==> src/rtl/audio_pkg.sv <==
// Shared audio constants and sample type for the player and the I2S serializer.
package audio_pkg;

    localparam int FRAME_MCLKS = 256;
    localparam int BCLK_DIV    = 4;
    localparam int SLOT_BITS   = 32;

    typedef logic signed [15:0] sample_t;

endpackage

==> src/rtl/i2s_tx_serializer_if.sv <==
// Player/codec-facing bundle of the I2S serializer.
interface i2s_tx_serializer_if #(
    parameter int SAMPLE_BITS   = 16,
    parameter int UNDERRUN_BITS = 16
);
    logic [7:0]               m_sample_index;
    logic [SAMPLE_BITS-1:0]   l_sample;
    logic [SAMPLE_BITS-1:0]   r_sample;
    logic                     valid;
    logic                     mute;
    logic                     frame_strobe;
    logic [UNDERRUN_BITS-1:0] underrun_cnt;
    logic                     bclk;
    logic                     lrclk;
    logic                     sdata;

    modport master (
        input  l_sample, r_sample, valid, mute,
        output m_sample_index, frame_strobe, underrun_cnt,
        output bclk, lrclk, sdata
    );

    modport slave (
        output l_sample, r_sample, valid, mute,
        input  m_sample_index, frame_strobe, underrun_cnt,
        input  bclk, lrclk, sdata
    );
endinterface

==> src/rtl/i2s_bit_select.sv <==
// Picks the serial bit for a 32-bit I2S slot, with the one-BCLK delay
// and zero padding beyond SAMPLE_BITS.
module i2s_bit_select #(
    parameter int SAMPLE_BITS = 16
) (
    input  logic [5:0]             i_slot,
    input  logic [SAMPLE_BITS-1:0] i_shadow_l,
    input  logic [SAMPLE_BITS-1:0] i_shadow_r,
    output logic                   o_bit
);
    localparam logic [5:0] W_LIM = 6'(SAMPLE_BITS);

    logic [5:0]             w_t;
    logic [SAMPLE_BITS-1:0] w_word;
    logic [SAMPLE_BITS-1:0] w_shift;

    always_comb begin
        w_t     = i_slot - 6'd1;
        w_word  = w_t[5] ? i_shadow_r : i_shadow_l;
        w_shift = w_word << w_t[4:0];
        o_bit   = 1'b0;
        if ({1'b0, w_t[4:0]} < W_LIM)
            o_bit = w_shift[SAMPLE_BITS-1];
    end
endmodule

==> src/rtl/i2s_tx_serializer.sv <==
// Frame counter, sample capture and registered I2S outputs.
module i2s_tx_serializer
    import audio_pkg::*;
#(
    parameter int SAMPLE_BITS   = 16,
    parameter int UNDERRUN_BITS = 16
) (
    input  logic                 mclk,
    input  logic                 rst,
    i2s_tx_serializer_if.master  bus
);
    localparam logic [7:0] LAST_IDX = 8'(FRAME_MCLKS - 1);

    logic [7:0]               r_idx;
    logic [SAMPLE_BITS-1:0]   r_shadow_l;
    logic [SAMPLE_BITS-1:0]   r_shadow_r;
    logic [UNDERRUN_BITS-1:0] r_underrun;
    logic                     r_strobe;
    logic                     r_bclk;
    logic                     r_lrclk;
    logic                     r_sdata;

    logic [7:0] w_idx_nxt;
    logic       w_cap;
    logic       w_bit;

    assign w_idx_nxt = r_idx + 8'd1;
    assign w_cap     = (r_idx == LAST_IDX);

    // Old shadows are used here: slot 0 still belongs to the previous frame.
    i2s_bit_select #(.SAMPLE_BITS(SAMPLE_BITS)) u_bit_select (
        .i_slot     (w_idx_nxt[7:2]),
        .i_shadow_l (r_shadow_l),
        .i_shadow_r (r_shadow_r),
        .o_bit      (w_bit)
    );

    always_ff @(posedge mclk) begin
        if (rst) begin
            r_idx      <= '0;
            r_shadow_l <= '0;
            r_shadow_r <= '0;
            r_underrun <= '0;
            r_strobe   <= 1'b0;
            r_bclk     <= 1'b0;
            r_lrclk    <= 1'b0;
            r_sdata    <= 1'b0;
        end else begin
            r_idx    <= w_idx_nxt;
            r_strobe <= (w_idx_nxt == LAST_IDX);
            r_bclk   <= w_idx_nxt[1];
            r_lrclk  <= w_idx_nxt[7];
            r_sdata  <= w_bit;
            if (w_cap) begin
                if (bus.mute) begin
                    r_shadow_l <= '0;
                    r_shadow_r <= '0;
                end else if (bus.valid) begin
                    r_shadow_l <= bus.l_sample;
                    r_shadow_r <= bus.r_sample;
                end else begin
                    r_shadow_l <= '0;
                    r_shadow_r <= '0;
                    if (r_underrun != '1)
                        r_underrun <= r_underrun + 1'b1;
                end
            end
        end
    end

    assign bus.m_sample_index = r_idx;
    assign bus.frame_strobe   = r_strobe;
    assign bus.underrun_cnt   = r_underrun;
    assign bus.bclk           = r_bclk;
    assign bus.lrclk          = r_lrclk;
    assign bus.sdata          = r_sdata;
endmodule
==> src/flat_wrapper.sv <==
// flat-port wrapper written by rule: the top's interface ports become plain ports
module i2s_tx_serializer_flat import audio_pkg::*;
#(
    parameter int SAMPLE_BITS   = 16,
    parameter int UNDERRUN_BITS = 16
)
  (mclk, rst, bus_l_sample, bus_r_sample, bus_valid, bus_mute, bus_m_sample_index, bus_frame_strobe, bus_underrun_cnt, bus_bclk, bus_lrclk, bus_sdata);
  i2s_tx_serializer_if #(.SAMPLE_BITS(SAMPLE_BITS), .UNDERRUN_BITS(UNDERRUN_BITS)) bus_i ();
  input  logic mclk;
  input  logic rst;
  input wire logic [$bits(bus_i.l_sample)-1:0] bus_l_sample;
  input wire logic [$bits(bus_i.r_sample)-1:0] bus_r_sample;
  input wire logic [$bits(bus_i.valid)-1:0] bus_valid;
  input wire logic [$bits(bus_i.mute)-1:0] bus_mute;
  output wire logic [$bits(bus_i.m_sample_index)-1:0] bus_m_sample_index;
  output wire logic [$bits(bus_i.frame_strobe)-1:0] bus_frame_strobe;
  output wire logic [$bits(bus_i.underrun_cnt)-1:0] bus_underrun_cnt;
  output wire logic [$bits(bus_i.bclk)-1:0] bus_bclk;
  output wire logic [$bits(bus_i.lrclk)-1:0] bus_lrclk;
  output wire logic [$bits(bus_i.sdata)-1:0] bus_sdata;
  assign bus_i.l_sample = bus_l_sample;
  assign bus_i.r_sample = bus_r_sample;
  assign bus_i.valid = bus_valid;
  assign bus_i.mute = bus_mute;
  assign bus_m_sample_index = bus_i.m_sample_index;
  assign bus_frame_strobe = bus_i.frame_strobe;
  assign bus_underrun_cnt = bus_i.underrun_cnt;
  assign bus_bclk = bus_i.bclk;
  assign bus_lrclk = bus_i.lrclk;
  assign bus_sdata = bus_i.sdata;
  i2s_tx_serializer #(.SAMPLE_BITS(SAMPLE_BITS), .UNDERRUN_BITS(UNDERRUN_BITS)) u_core (.mclk(mclk), .rst(rst), .bus(bus_i));
endmodule
==> config.mk <==
export PLATFORM = sky130hd
export DESIGN_NAME = i2s_tx_serializer_flat
export DESIGN_NICKNAME = d
export VERILOG_FILES = /design/src/rtl/audio_pkg.sv /design/src/rtl/i2s_tx_serializer_if.sv /design/src/rtl/i2s_bit_select.sv /design/src/rtl/i2s_tx_serializer.sv /design/src/flat_wrapper.sv
export SDC_FILE = /design/constraint.sdc
export NUM_CORES = 1
export LEC_CHECK = 0
export CORE_ASPECT_RATIO = 0.5
export CORE_MARGIN = 2
export CORE_UTILIZATION = 58
export CTS_BUF_LIST = sky130_fd_sc_hd__clkbuf_8
export DETAILED_ROUTE_END_ITERATION = 7
export DONT_BUFFER_PORTS = 1
export GPL_TIMING_DRIVEN = 0
export PLACE_DENSITY = 0.82
export SYNTH_ARGS = -nofsm -noshare
export SYNTH_HDL_FRONTEND = slang
export SYNTH_SLANG_ARGS = --single-unit
==> constraint.sdc <==
create_clock -name mclk -period 3.6 [get_ports mclk]
set_clock_uncertainty 0.1 [all_clocks]
set_input_delay 0.54 -clock mclk [delete_from_list [all_inputs] [get_ports mclk]]
set_output_delay 0.54 -clock mclk [all_outputs]
set_load 0.02 [all_outputs]
==> metrics.yaml, run 1 <==
clock_tree:
  clk_latency_ns: 0.34
  post_cts_buffers: 0
  cts_tree: "built"
  cts_resized: 0
  worst_setup_hold_path_clk_slew_ns: 0.06
  cts_hold_buf: 0
  cts_made_buffers: 9
  clock_path_buffers: 2
  clkSinkCount: 58
  cts-root-buf: "clkbuf_8"
  h-tree-depth: 3
logic_synthesis:
  synth_edf_count: 0
  syn_avg_cell_area_um2: 7.87
  yosys_warnings: 0
  post_synth_instance_area_um2: 2940
  synth_top_area_share_pct: 39.5
  syn_inst: 373
  synth_cell_types: 56
  synthFlopType: "dfxtp_1"
  syn-num-nets: 414
  ys_top_cells_by_area: "dfxtp_1, nand3_1, a21oi_1"
  synth_commonest_cells: "dfxtp_1, nand3_1, nand2_1, a21oi_1, nor2_1"
  ys_seq_area_share_pct: 39.5
  yosysMostFrequentCell: "dfxtp_1"
  synth_top_area_cell: "dfxtp_1"
  async_reset_ff_share_pct: 0
  ys_seq_elements: 58
timing:
  hold_viol_final: 0
  setup-violations-final: 0
  max_freq_ghz: 0.301
  rsz0062_at_grt: "false"
  max_slew_margin_pct: 27.2
  min_period_ns: 3.32
  fin_crit_sh_pct: 92.2
  fin_tns_setup_ns: 0
  worst_pin_slew_ns: 1.08
  slew_violations: 0
worst_setup_path:
  crit_path_max_incr_delay_ns: 0.67
  cpMaxStageDelayCell: "xnor2_1"
  crit_fanout: 9
  worst_ep_arrival_time_ns: 3.48
  crit_start: "u_core.bus.m_sample_index[1]"
  cp-start-kind: "register"
  r2r_end: "u_core.bus.sdata"
  cp-end-kind: "register"
  cp_common_cell: "ha_1"
  r2r_cells: 10
  timing.rr.start: "u_core.bus.m_sample_index[1]"
  critPathRequiredTime_ns: 3.76
  r2r_setup_slack_ns: 0.28
  critPathTopFamily: "compound AO/OA/AOI/OAI gates"
  worstPathCellList: "ha_1, xnor2_1, ha_1, buf_2, nand2_1, nor2_1, a2111o_1, a31oi_1, a41oi_1, a32oi_1"
  path_depth: 10
  cp-endpoint: "u_core.bus.sdata"
  worstSetupPathType: "reg -> reg"
  path_buf_inv: 1
cells_and_area:
  final_area_um2: 3190
  finalCoreUtilization_pct: 64.9
  fillCellCount: 442
  drive_gt1_share_pct: 9.77
  synthToLayoutAreaGrowth_pct: 8.56
  antenna_cells: 0
  layout.nets: 425
die:
  die_area_um2: 5680
  core_area_um2: 4910
  start_util_pct: 59.8
  die-height_um: 54.3
  ios: 64
  die_x_um: 105
  num_rows: 18
global_routing:
  antenna_found_initial: 0
  grt_usage_pct: 27.9
  grt-ovfl-total: 0
  grt_pass1_vias: 2400
  grt_max_degree: 11
  grt_first_pass_wirelength_um: 11900
routing:
  wl_per_cell_um: 16.3
  first_pass_iters: 6
  routed_via_density: 5.98
  ant_nets: 0
  drc: 0
  dr.first_iter.drc_count: 258
  vias: 2743
  totalWireLength_um: 7460
pwr:
  power_density_nw_per_um2: 400
  vdd_drop_max_mv: 0.252
  p_leak_nw: 1.08
  total_power_mw: 1.27
placed_design:
  port-buffer-count: 0
  postPlaceCellArea_um2: 3020
  gp_congestion: 0.946
  hpwl_um: 5620
min_path:
  min_path_type: "in -> reg"
  hold_path_depth: 1
run_status:
  outcome: "finished clean"
flow_run:
  drv_cap: 0
routing by layer:
layer  GRT usage (%)  routed length (µm)  vias up
met1            35.2                3270     1277
met5               0                   0        -
met3            11.4                 739       13
met4            11.3                 109        0
met2            43.7                3350      119
li1                -                   -     1334
stage by stage:
stage          worst slack [ns]  hold WS (ns)  cells
2_1_floorplan             0.892         0.328    373
3_3_place_gp              0.324         0.342    443
3_5_place_dp              0.350         0.349    443
4_1_cts                   0.325         0.161    459
5_1_grt                   0.139         0.167    459
6_report                  0.282         0.173    459
cells in the final DEF (no fill, tap or decap), drive strengths merged, types with 3 or more instances in the layout:
master	Yosys	layout
and2	4	4
inv	5	8
ha	5	5
buf	8	8
o31ai	5	5
and3	5	5
clkbuf	18	28
xnor2	6	6
nor3	6	6
nand3	54	54
or3	3	3
clkinv	0	3
xor2	15	15
dfxtp	58	58
nor2	41	41
a21oi	44	44
nand4	7	7
o21ai	12	12
nand2	49	49
worst min path at each step:
stage | end | startpoint | slack [ns]
6_report | u_core.bus.m_sample_index[4] | rst | 0.17
5_1_grt | u_core.bus.m_sample_index[4] | rst | 0.17
4_1_cts | u_core.bus.m_sample_index[4] | rst | 0.16
3_5_place_dp | u_core.r_shadow_l[4] | u_core.r_shadow_l[4] | 0.35
3_3_place_gp | u_core.r_shadow_l[4] | u_core.r_shadow_l[4] | 0.34
2_1_floorplan | u_core.r_shadow_l[0] | u_core.r_shadow_l[0] | 0.33
cell families after synthesis:
| family | synth area share (%) |
|---|---|
| AND/OR/NAND/NOR | 28.7 |
| adder cells (fa/ha/maj) | 2.13 |
| multiplexers | 0.341 |
| flip-flops | 39.5 |
| AO/OA/AOI/OAI | 18.2 |
| buffers and inverters | 4.90 |
| XOR/XNOR | 6.26 |
worst register-to-register path, stage by stage, from the launching register on:
cell	delay, ns
dfxtp_1	0.45
ha_1	0.36
xnor2_1	0.67
ha_1	0.36
buf_2	0.19
nand2_1	0.17
nor2_1	0.06
a2111o_1	0.42
a31oi_1	0.16
a41oi_1	0.12
a32oi_1	0.19
final cells by class:
| cell class | count | area, µm² | share of cell area [%] |
|---|---|---|---|
| Tap cell | 70 | 87.6 | 2.75 |
| Clock buffer | 10 | 138 | 4.32 |
| Inverter | 5 | 18.8 | 0.589 |
| Sequential cell | 58 | 1160 | 36.4 |
| Clock inverter | 6 | 26.3 | 0.824 |
| Multi-Input combinational cell | 284 | 1630 | 51.2 |
| Buffer | 26 | 125 | 3.92 |
registers in the layout (all words and copies together) (netlist names):
name	flops
u_core.r_shadow_r	16
u_core.bus.underrun_cnt	16
u_core.bus.frame_strobe	1
u_core.bus.sdata	1
u_core.bus.lrclk	1
u_core.bus.m_sample_index	7
u_core.r_shadow_l	16
where the power goes:
group          total, mW  internal [mW]  switching, mW
clock              0.501          0.257          0.244
combinational      0.117         0.0375         0.0797
sequential         0.656          0.645         0.0111
No activity file was read; power rests on OpenSTA's default activity.
==> inputs of run 2 (changes only) <==
--- a/config.mk
+++ b/config.mk
@@ -12,7 +12,7 @@
 export DETAILED_ROUTE_END_ITERATION = 7
 export DONT_BUFFER_PORTS = 1
 export GPL_TIMING_DRIVEN = 0
-export PLACE_DENSITY = 0.82
+export PLACE_DENSITY = 0.72
 export SYNTH_ARGS = -nofsm -noshare
 export SYNTH_HDL_FRONTEND = slang
 export SYNTH_SLANG_ARGS = --single-unit
==> run 2 against run 1 <==
  * Cell count decreased by 0.22%
  * Sequential share of layout area down 0.071 points
  * Clock-buffer cell count rose by 1
  * Worst setup slack gained 0.0017 ns
  * Combinational power is essentially flat
  * Worst hold slack better by 0.0044 ns
  * Sequential cell count stayed put
  * Critical endpoint unchanged
==> metrics.yaml, run 2 (same netlist as run 1, synthesis figures left out) <==
run_status:
  outcome: "finished clean"
timing:
  slew_violations: 0
  min_period_ns: 3.32
  fin_crit_sh_pct: 92.1
  setup-violations-final: 0
  fin_tns_setup_ns: 0
  max_freq_ghz: 0.302
  max_slew_margin_pct: 28.1
  rsz0062_at_grt: "false"
  worst_pin_slew_ns: 1.06
  hold_viol_final: 0
worst_setup_path:
  cp_common_cell: "ha_1"
  cpMaxStageDelayCell: "xnor2_1"
  r2r_setup_slack_ns: 0.28
  r2r_end: "u_core.bus.sdata"
  crit_path_max_incr_delay_ns: 0.65
  worst_ep_arrival_time_ns: 3.47
  r2r_cells: 10
  timing.rr.start: "u_core.bus.m_sample_index[1]"
  cp-endpoint: "u_core.bus.sdata"
  cp-end-kind: "register"
  crit_fanout: 9
  worstPathCellList: "ha_1, xnor2_1, ha_1, buf_2, nand2_1, nor2_1, a2111o_1, a31oi_1, a41oi_1, a32oi_1"
  crit_start: "u_core.bus.m_sample_index[1]"
  cp-start-kind: "register"
  critPathRequiredTime_ns: 3.75
  worstSetupPathType: "reg -> reg"
routing:
  wl_per_cell_um: 16.2
  routed_via_density: 5.94
  totalWireLength_um: 7420
  dr.max_layer_used: "met4"
  route.met2.wl_um: 3120
  ant_nets: 0
  wl_met3_um: 648
  vias: 2721
  drc: 0
  dr.first_iter.drc_count: 194
  wl_met1_um: 3560
  first_pass_iters: 5
global_routing:
  grt-ovfl-total: 0
  grt_first_pass_wirelength_um: 11500
  grt_max_degree: 11
  antenna_found_initial: 0
  grt_usage_pct: 27.0
  grt_pass1_vias: 2377
pwr:
  p_leak_nw: 1.07
  pwr-share-seq_pct: 50.8
  vdd_drop_max_mv: 0.323
  power_frac_comb_pct: 9.0
  switching_power_mw: 0.333
  clkPwrFrac_pct: 40.2
  switching_share_pct: 25.7
  power_density_nw_per_um2: 405
  p_int_mw: 0.960
clock_tree:
  clk_latency_ns: 0.34
  post_cts_buffers: 0
  h-tree-depth: 3
  cts_made_buffers: 9
  worst_setup_hold_path_clk_slew_ns: 0.06
  clock_path_buffers: 2
  clkSinkCount: 58
  cts-root-buf: "clkbuf_8"
  cts_resized: 0
  cts_hold_buf: 0
  cts_tree: "built"
die:
  die_x_um: 105
  die_area_um2: 5680
  num_rows: 18
  start_util_pct: 59.8
  die-height_um: 54.3
  ios: 64
  core_area_um2: 4910
cells_and_area:
  antenna_cells: 0
  drive_gt1_share_pct: 10.1
  synthToLayoutAreaGrowth_pct: 8.78
  final_area_um2: 3190
  final_cell_mix: "dfxtp_1, nand3_1, nand2_1"
  final_common_cell: "dfxtp_1"
  layout.nets: 425
  layout.cells.non_filler: 458
flow_run:
  drv_cap: 0
placed_design:
  port-buffer-count: 0
  dp.cells: 443
  hpwl_um: 5590
  gp_congestion: 0.978
  postPlaceCellArea_um2: 3020
min_path:
  min_path_type: "in -> reg"
==> run 2: changes by cell type in the layout (fill, tap and decap cells not counted) <==
cell	before	now
clkbuf_8	10	11
inv_1	8	6
==> run 2: critical path: cells and delay by family, from the launching register on <==
kind | cells | cell delay, ns
xor+xnor | 1 | 0.65
fa+ha+maj | 2 | 0.72
simple gates | 2 | 0.22
buf+inv | 1 | 0.18
compound gates | 4 | 0.91
flops | 1 | 0.45
==> run 2: how the worst min path moves through the flow <==
stage,from,end,slack (ns),cells after the start
6_report,rst,u_core.bus.m_sample_index[4],0.18,1
5_1_grt,rst,u_core.bus.m_sample_index[4],0.16,1
4_1_cts,rst,u_core.bus.m_sample_index[4],0.15,1
3_5_place_dp,u_core.r_shadow_l[6],u_core.r_shadow_l[6],0.35,2
3_3_place_gp,u_core.r_shadow_r[5],u_core.r_shadow_r[5],0.35,2
2_1_floorplan,u_core.r_shadow_l[0],u_core.r_shadow_l[0],0.33,2
==> run 2: metal layers <==
layer | vias to the layer above | global-route usage [%]
li1 | 1341 | -
met1 | 1257 | 35.6
met2 | 114 | 41.1
met3 | 9 | 10.5
met4 | 0 | 9.56
met5 | - | 0
==> run 2: power by group through the flow <==
stage / combinational (mW) / sequential [mW] / clock (mW)
after floorplan: 0.0893 / 0.669 / 0
after global placement: 0.114 / 0.670 / 0
after detailed placement: 0.114 / 0.671 / 0
after CTS: 0.115 / 0.656 / 0.535
after global routing: 0.128 / 0.657 / 0.566
final: 0.117 / 0.656 / 0.519
==> run 2: per-stage QoR <==
step | hold WS [ns] | power, mW | util [%] | setup WS (ns)
6_report | 0.177 | 1.29 | 65.1 | 0.284
5_1_grt | 0.157 | 1.35 | 65.1 | 0.166
4_1_cts | 0.153 | 1.31 | 65.1 | 0.318
3_5_place_dp | 0.346 | 0.785 | 61.6 | 0.341
3_3_place_gp | 0.345 | 0.784 | 61.6 | 0.329
2_1_floorplan | 0.328 | 0.759 | - | 0.892
==> run 2: cell type report <==
type | count | area [µm²]
inverter | 5 | 18.8
fill | 447 | 1720
clock buffer | 11 | 151
clock inverter | 4 | 18.8
buffer | 26 | 125
tap | 70 | 87.6
sequential | 58 | 1160
multi-input combinational | 284 | 1630
==> RTL change 1: new RTL, settings of run 2 <==
`UNDERRUN_BITS` is set to 16 in 3 places; all go to 12.
--- a/src/rtl/i2s_tx_serializer_if.sv
+++ b/src/rtl/i2s_tx_serializer_if.sv
@@ -3,3 +3,3 @@
     parameter int SAMPLE_BITS   = 16,
-    parameter int UNDERRUN_BITS = 16
+    parameter int UNDERRUN_BITS = 12
 );
--- a/src/rtl/i2s_tx_serializer.sv
+++ b/src/rtl/i2s_tx_serializer.sv
@@ -5,3 +5,3 @@
     parameter int SAMPLE_BITS   = 16,
-    parameter int UNDERRUN_BITS = 16
+    parameter int UNDERRUN_BITS = 12
 ) (
--- a/src/flat_wrapper.sv
+++ b/src/flat_wrapper.sv
@@ -4,3 +4,3 @@
     parameter int SAMPLE_BITS   = 16,
-    parameter int UNDERRUN_BITS = 16
+    parameter int UNDERRUN_BITS = 12
 )
Ports: changed (resized bus_underrun_cnt); port bits go from 64 to 60. No check against the original RTL was run, so the function may have changed too.
==> RTL change 1 against run 2 <==
  * Final area decreased by 13%
  * Sequential share of layout area increased by 2.7 points
  * Synthesized area decreased by 11%
  * Wire length decreased by 19%
  * Sequential cell count decreased by 4
  * Highest routed layer unchanged
  * Worst setup slack got worse by 21 ps
  * Total power decreased by 18%
==> RTL change 1: results (changes against run 2) <==
Status = completed
Clock-pin slew on the worst setup and hold paths = 90 ps (+30 ps)
Leakage = 0.943 nW (-12%)
CP max stage delay = 530 ps (-120 ps)
Met2 GRT Util = 36.7% (-4.4 points)
Clock Latency Late Sink = 300 ps (-40 ps)
Inst Count DP = 379 (-14%)
Worst slew pin tran = 673 ps (-392 ps)
Vias in the first global route = 1,979 (-17%)
Sequential-to-total area share from yosys stat = 41.4% (+1.8 points)
GRT met1 Usage = 35.2% (-0.33 points)
Synth Area in Compound Gates = 16.7% (-1.5 points)
Arrival time worst endpoint = 3410 ps (-60 ps)
Peak VDD IR = 0.205 mV (-36%)
GR Util met3 = 6.57% (-3.9 points)
Slowest CP cell = dfxtp_1
Met2 Wirelength = 2.52 mm (-19%)
Met3 wire len = 405 microns (-38%)
Seq group = 0.608 mW (-7.3%)
Layout cells sized above 1 = 6.10% (-4.0 points)
Met1 wire length = 3.00 mm (-16%)
Gr usage total = 24.5% (-2.4 points)
Mapped Avg Cell Area = 8.11 sq um (+3.1%)
Hpwl dp = 4.52 mm (-19%)
Area contributors post-synth = dfxtp_1 (41%), nand3_1 (7.5%), a21oi_1 (7.1%), nand2_1 (6.6%), nor2_1 (3.4%)
Pre-CTS setup slack = 272 ps (-69.2 ps)
Drt pass-1 iters = 4 (-1)
TritonCTS Buffers = 5 (-4)
Syn nets = 362 (-13%)
RTL change 1: layout make-up:
type                    instances  share of cell area (%)
plain buffers                  26                    4.52
multi-input cells             237                    50.2
inverters                       5                   0.678
flip-flops and latches         54                    39.1
well taps                      57                    2.58
clock buffers                   6                    2.99
RTL change 1: metrics by stage:
stage	total power, mW	instance area, sq um
floorplan	0.712	2610
global placement	0.733	2680
detailed placement	0.735	2680
CTS	1.06	2770
global route	1.09	2770
finish	1.05	2770
RTL change 1: worst paths after layout:
kind / slack, ps / depth (start not counted) / to / startpoint
setup / recovery: 260 / 12 / u_core.bus.underrun_cnt[8] / u_core.bus.m_sample_index[0]
hold / removal: 280 / 2 / u_core.r_shadow_l[11] / bus_l_sample[11]
setup reg to reg: 260 / 12 / u_core.bus.underrun_cnt[8] / u_core.bus.m_sample_index[0]
hold reg to reg: 360 / 2 / u_core.r_shadow_l[9] / u_core.r_shadow_l[9]
==> RTL change 2: new RTL, flow settings as in run 2 <==
Without the edit above. Make the reset (`rst`) asynchronous in one clocked block.
--- a/src/rtl/i2s_tx_serializer.sv
+++ b/src/rtl/i2s_tx_serializer.sv
@@ -37,3 +37,3 @@
 
-    always_ff @(posedge mclk) begin
+    always_ff @(posedge mclk or posedge rst) begin
         if (rst) begin
Behaviour: differs if rst is asserted again (counterexample within 4 cycles, from zero or initial values and one cycle with rst high); with rst held inactive, the same outputs for 10 cycles.
==> RTL change 2 against run 2 <==
  * Maximum frequency down 1.3%
  * Worst setup slack got worse by 42 ps
  * Wire length fell by 0.51%
  * Sequential cell count did not move
  * Final area up 7.9%
  * Count of clock-buffer cells in the layout is 1 lower
  * Critical endpoint is now u_core.bus.sdata
  * Synthesized area up 6.7%
  * Critical path depth increased by 1
Power is not compared: it rests on default switching activity, and its combinational part moved more than twofold at a synthesized area within 25%.
==> RTL change 2: results (changes against run 2) <==
Worst slew pin tran = 794 ps (-270 ps)
GR Util met3 = 10.9% (+0.41 points)
Sequential-to-total area share from yosys stat = 46.3% (+6.8 points)
Vias in the first global route = 2,603 (+9.5%)
Hold buffer count at CTS = 1 (+1)
Gr usage total = 27.0% (-0.027 points)
Most common cell after layout, fill and taps aside = nand2_1
Status = completed
Inst Count DP = 418 (-5.6%)
Crit Path Class = register to register
Met2 GRT Util = 41.1% (about the same)
Clock Latency Late Sink = 340 ps (about the same)
Slowest CP cell = dfrtp_1
Mapped Avg Cell Area = 9.03 sq um (+15%)
CP max stage delay = 540 ps (-110 ps)
R2r endpoint = u_core.bus.sdata
Root buf cell = clkbuf_8
Post_cts resized = 0 (unchanged)
Hpwl dp = 5.43 mm (-2.9%)
Via density = 5.86 (-1.3%)
Nets = 401 (-5.6%)
Setup Buffers After CTS = 0 (unchanged)
IO Port Bufs = 0 (unchanged)
Distinct cells, synth = 48 (-14%)
Crit path from = u_core.bus.m_sample_index[1]
Leakage = 1.54 nW
FF-to-FF path depth = 11 (+1)
Gpl congestion = 0.871 (-11%)
Peak VDD IR = 0.230 mV
Sw Ratio = 22.5%
Pin count of the biggest net entering global routing = 41 (+30)
Hold wc startpoint = bus_l_sample[4]
Syn nets = 388 (-6.3%)
Ys async rst share = 100% (+100 points)
Hold Path Cell Cnt = 2 (+1)
GRT met1 Usage = 35.3% (-0.27 points)
Area contributors post-synth = dfrtp_1 (46%), nand2_1 (10%), o21ai_0 (5.1%), xnor2_1 (3.9%), mux2_2 (2.5%)
Wirelength, routed = 7.38 mm (-0.51%)
Drt pass-1 iters = 4 (-1)
WL/cell = 17.0 microns (+4.7%)
Arrival time worst endpoint = 3490 ps (+20 ps)
Max Fanout on Critical Path = 9 (unchanged)
Pre-CTS setup slack = 334 ps (-7.45 ps)
Clk buf depth = 2 (unchanged)
Antenna cell count = 0 (unchanged)
DR iter-0 viols = 170 (-12%)
Layout cells sized above 1 = 11.8% (+1.7 points)
TritonCTS Buffers = 9 (unchanged)
First-pass GRT wire length = 12.4 mm (+8.5%)
Ys Warns = 0 (unchanged)
Reg-to-reg setup timing slack = 240 ps (-40 ps)
H-tree depth = 3 (unchanged)
Total gr overflow = 0 (unchanged)
Antenna violations before repair = 0 (unchanged)
List of most frequent post-synthesis cells = nand2_1 (86), dfrtp_1 (58), o21ai_0 (32)
Clock-pin slew on the worst setup and hold paths = 70 ps
Number of fill cells = 454 (+1.6%)
Hold Crit Class = primary input to register
## RTL change 2: cell count changes after synthesis, moves of 25 or more
cell,before,now
nor2_1,40,15
a21oi_1,42,1
dfxtp_1,58,0
nand2_1,49,86
dfrtp_1,0,58
nand3_1,52,10
## RTL change 2: through the flow
stage,instance area [sq um],hold slack [ps]
after floorplan,3130,343
after global placement,3220,361
after detailed placement,3240,337
after CTS,3450,223
after global routing,3450,225
final,3450,226
## RTL change 2: power by group through the flow
stage                     logic [mW]  registers (mW)  clock network (mW)
after CTS                     0.0307           0.654               0.602
after global placement        0.0258           0.666                   0
final                         0.0294           0.654               0.598
after detailed placement      0.0296           0.666                   0
after global routing          0.0348           0.653               0.638
after floorplan               0.0201           0.666                   0
## RTL change 2: cell families (layout without fill, tap and decap cells)
family	count (synthesis)	after routing	share of synthesized area (%)
AOI/OAI and AO/OA	62	62	12.8
xor gates and xnor gates	24	24	7.15
adders and majority gates	5	5	2.00
buffers and inverters	30	48	4.63
DFF	58	58	46.3
muxes	7	7	2.52
and+or+nand+nor	161	161	24.6
## RTL change 2: area by class of cell
| class | instances | area (sq um) | share of cell area, % |
|---|---|---|---|
| inverters | 9 | 33.8 | 0.980 |
| clock inverters | 6 | 57.6 | 1.67 |
| repair buffers | 2 | 30.0 | 0.871 |
| multi-input cells | 259 | 1540 | 44.6 |
| flip-flops and latches | 58 | 1450 | 42.1 |
| well taps | 70 | 87.6 | 2.54 |
| clock buffers | 10 | 138 | 3.99 |
| plain buffers | 21 | 111 | 3.23 |
## RTL change 2: per-layer routing
metal	share of wire (%)	up-vias	wire length, microns
li1	-	1224	-
met1	45	1219	3320
met2	46	101	3360
met3	8.6	7	636
met4	0.88	0	65
met5	0	-	0
## RTL change 2: worst min path at each step
stage,to,slack [ps]
2_1_floorplan,u_core.r_shadow_r[6],340
3_3_place_gp,u_core.r_shadow_r[15],360
3_5_place_dp,u_core.r_shadow_l[3],340
4_1_cts,u_core.r_shadow_l[7],220
5_1_grt,u_core.r_shadow_l[5],230
6_report,u_core.r_shadow_l[4],230
## RTL change 2: critical path: cells and delay by family, from the launching register on
family	cells	cell delay (ps)
AO/OA/AOI/OAI	4	840
XOR/XNOR	2	890
adder cells (fa/ha/maj)	2	600
buffers and inverters	1	80
flip-flops	1	540
AND/OR/NAND/NOR	2	220
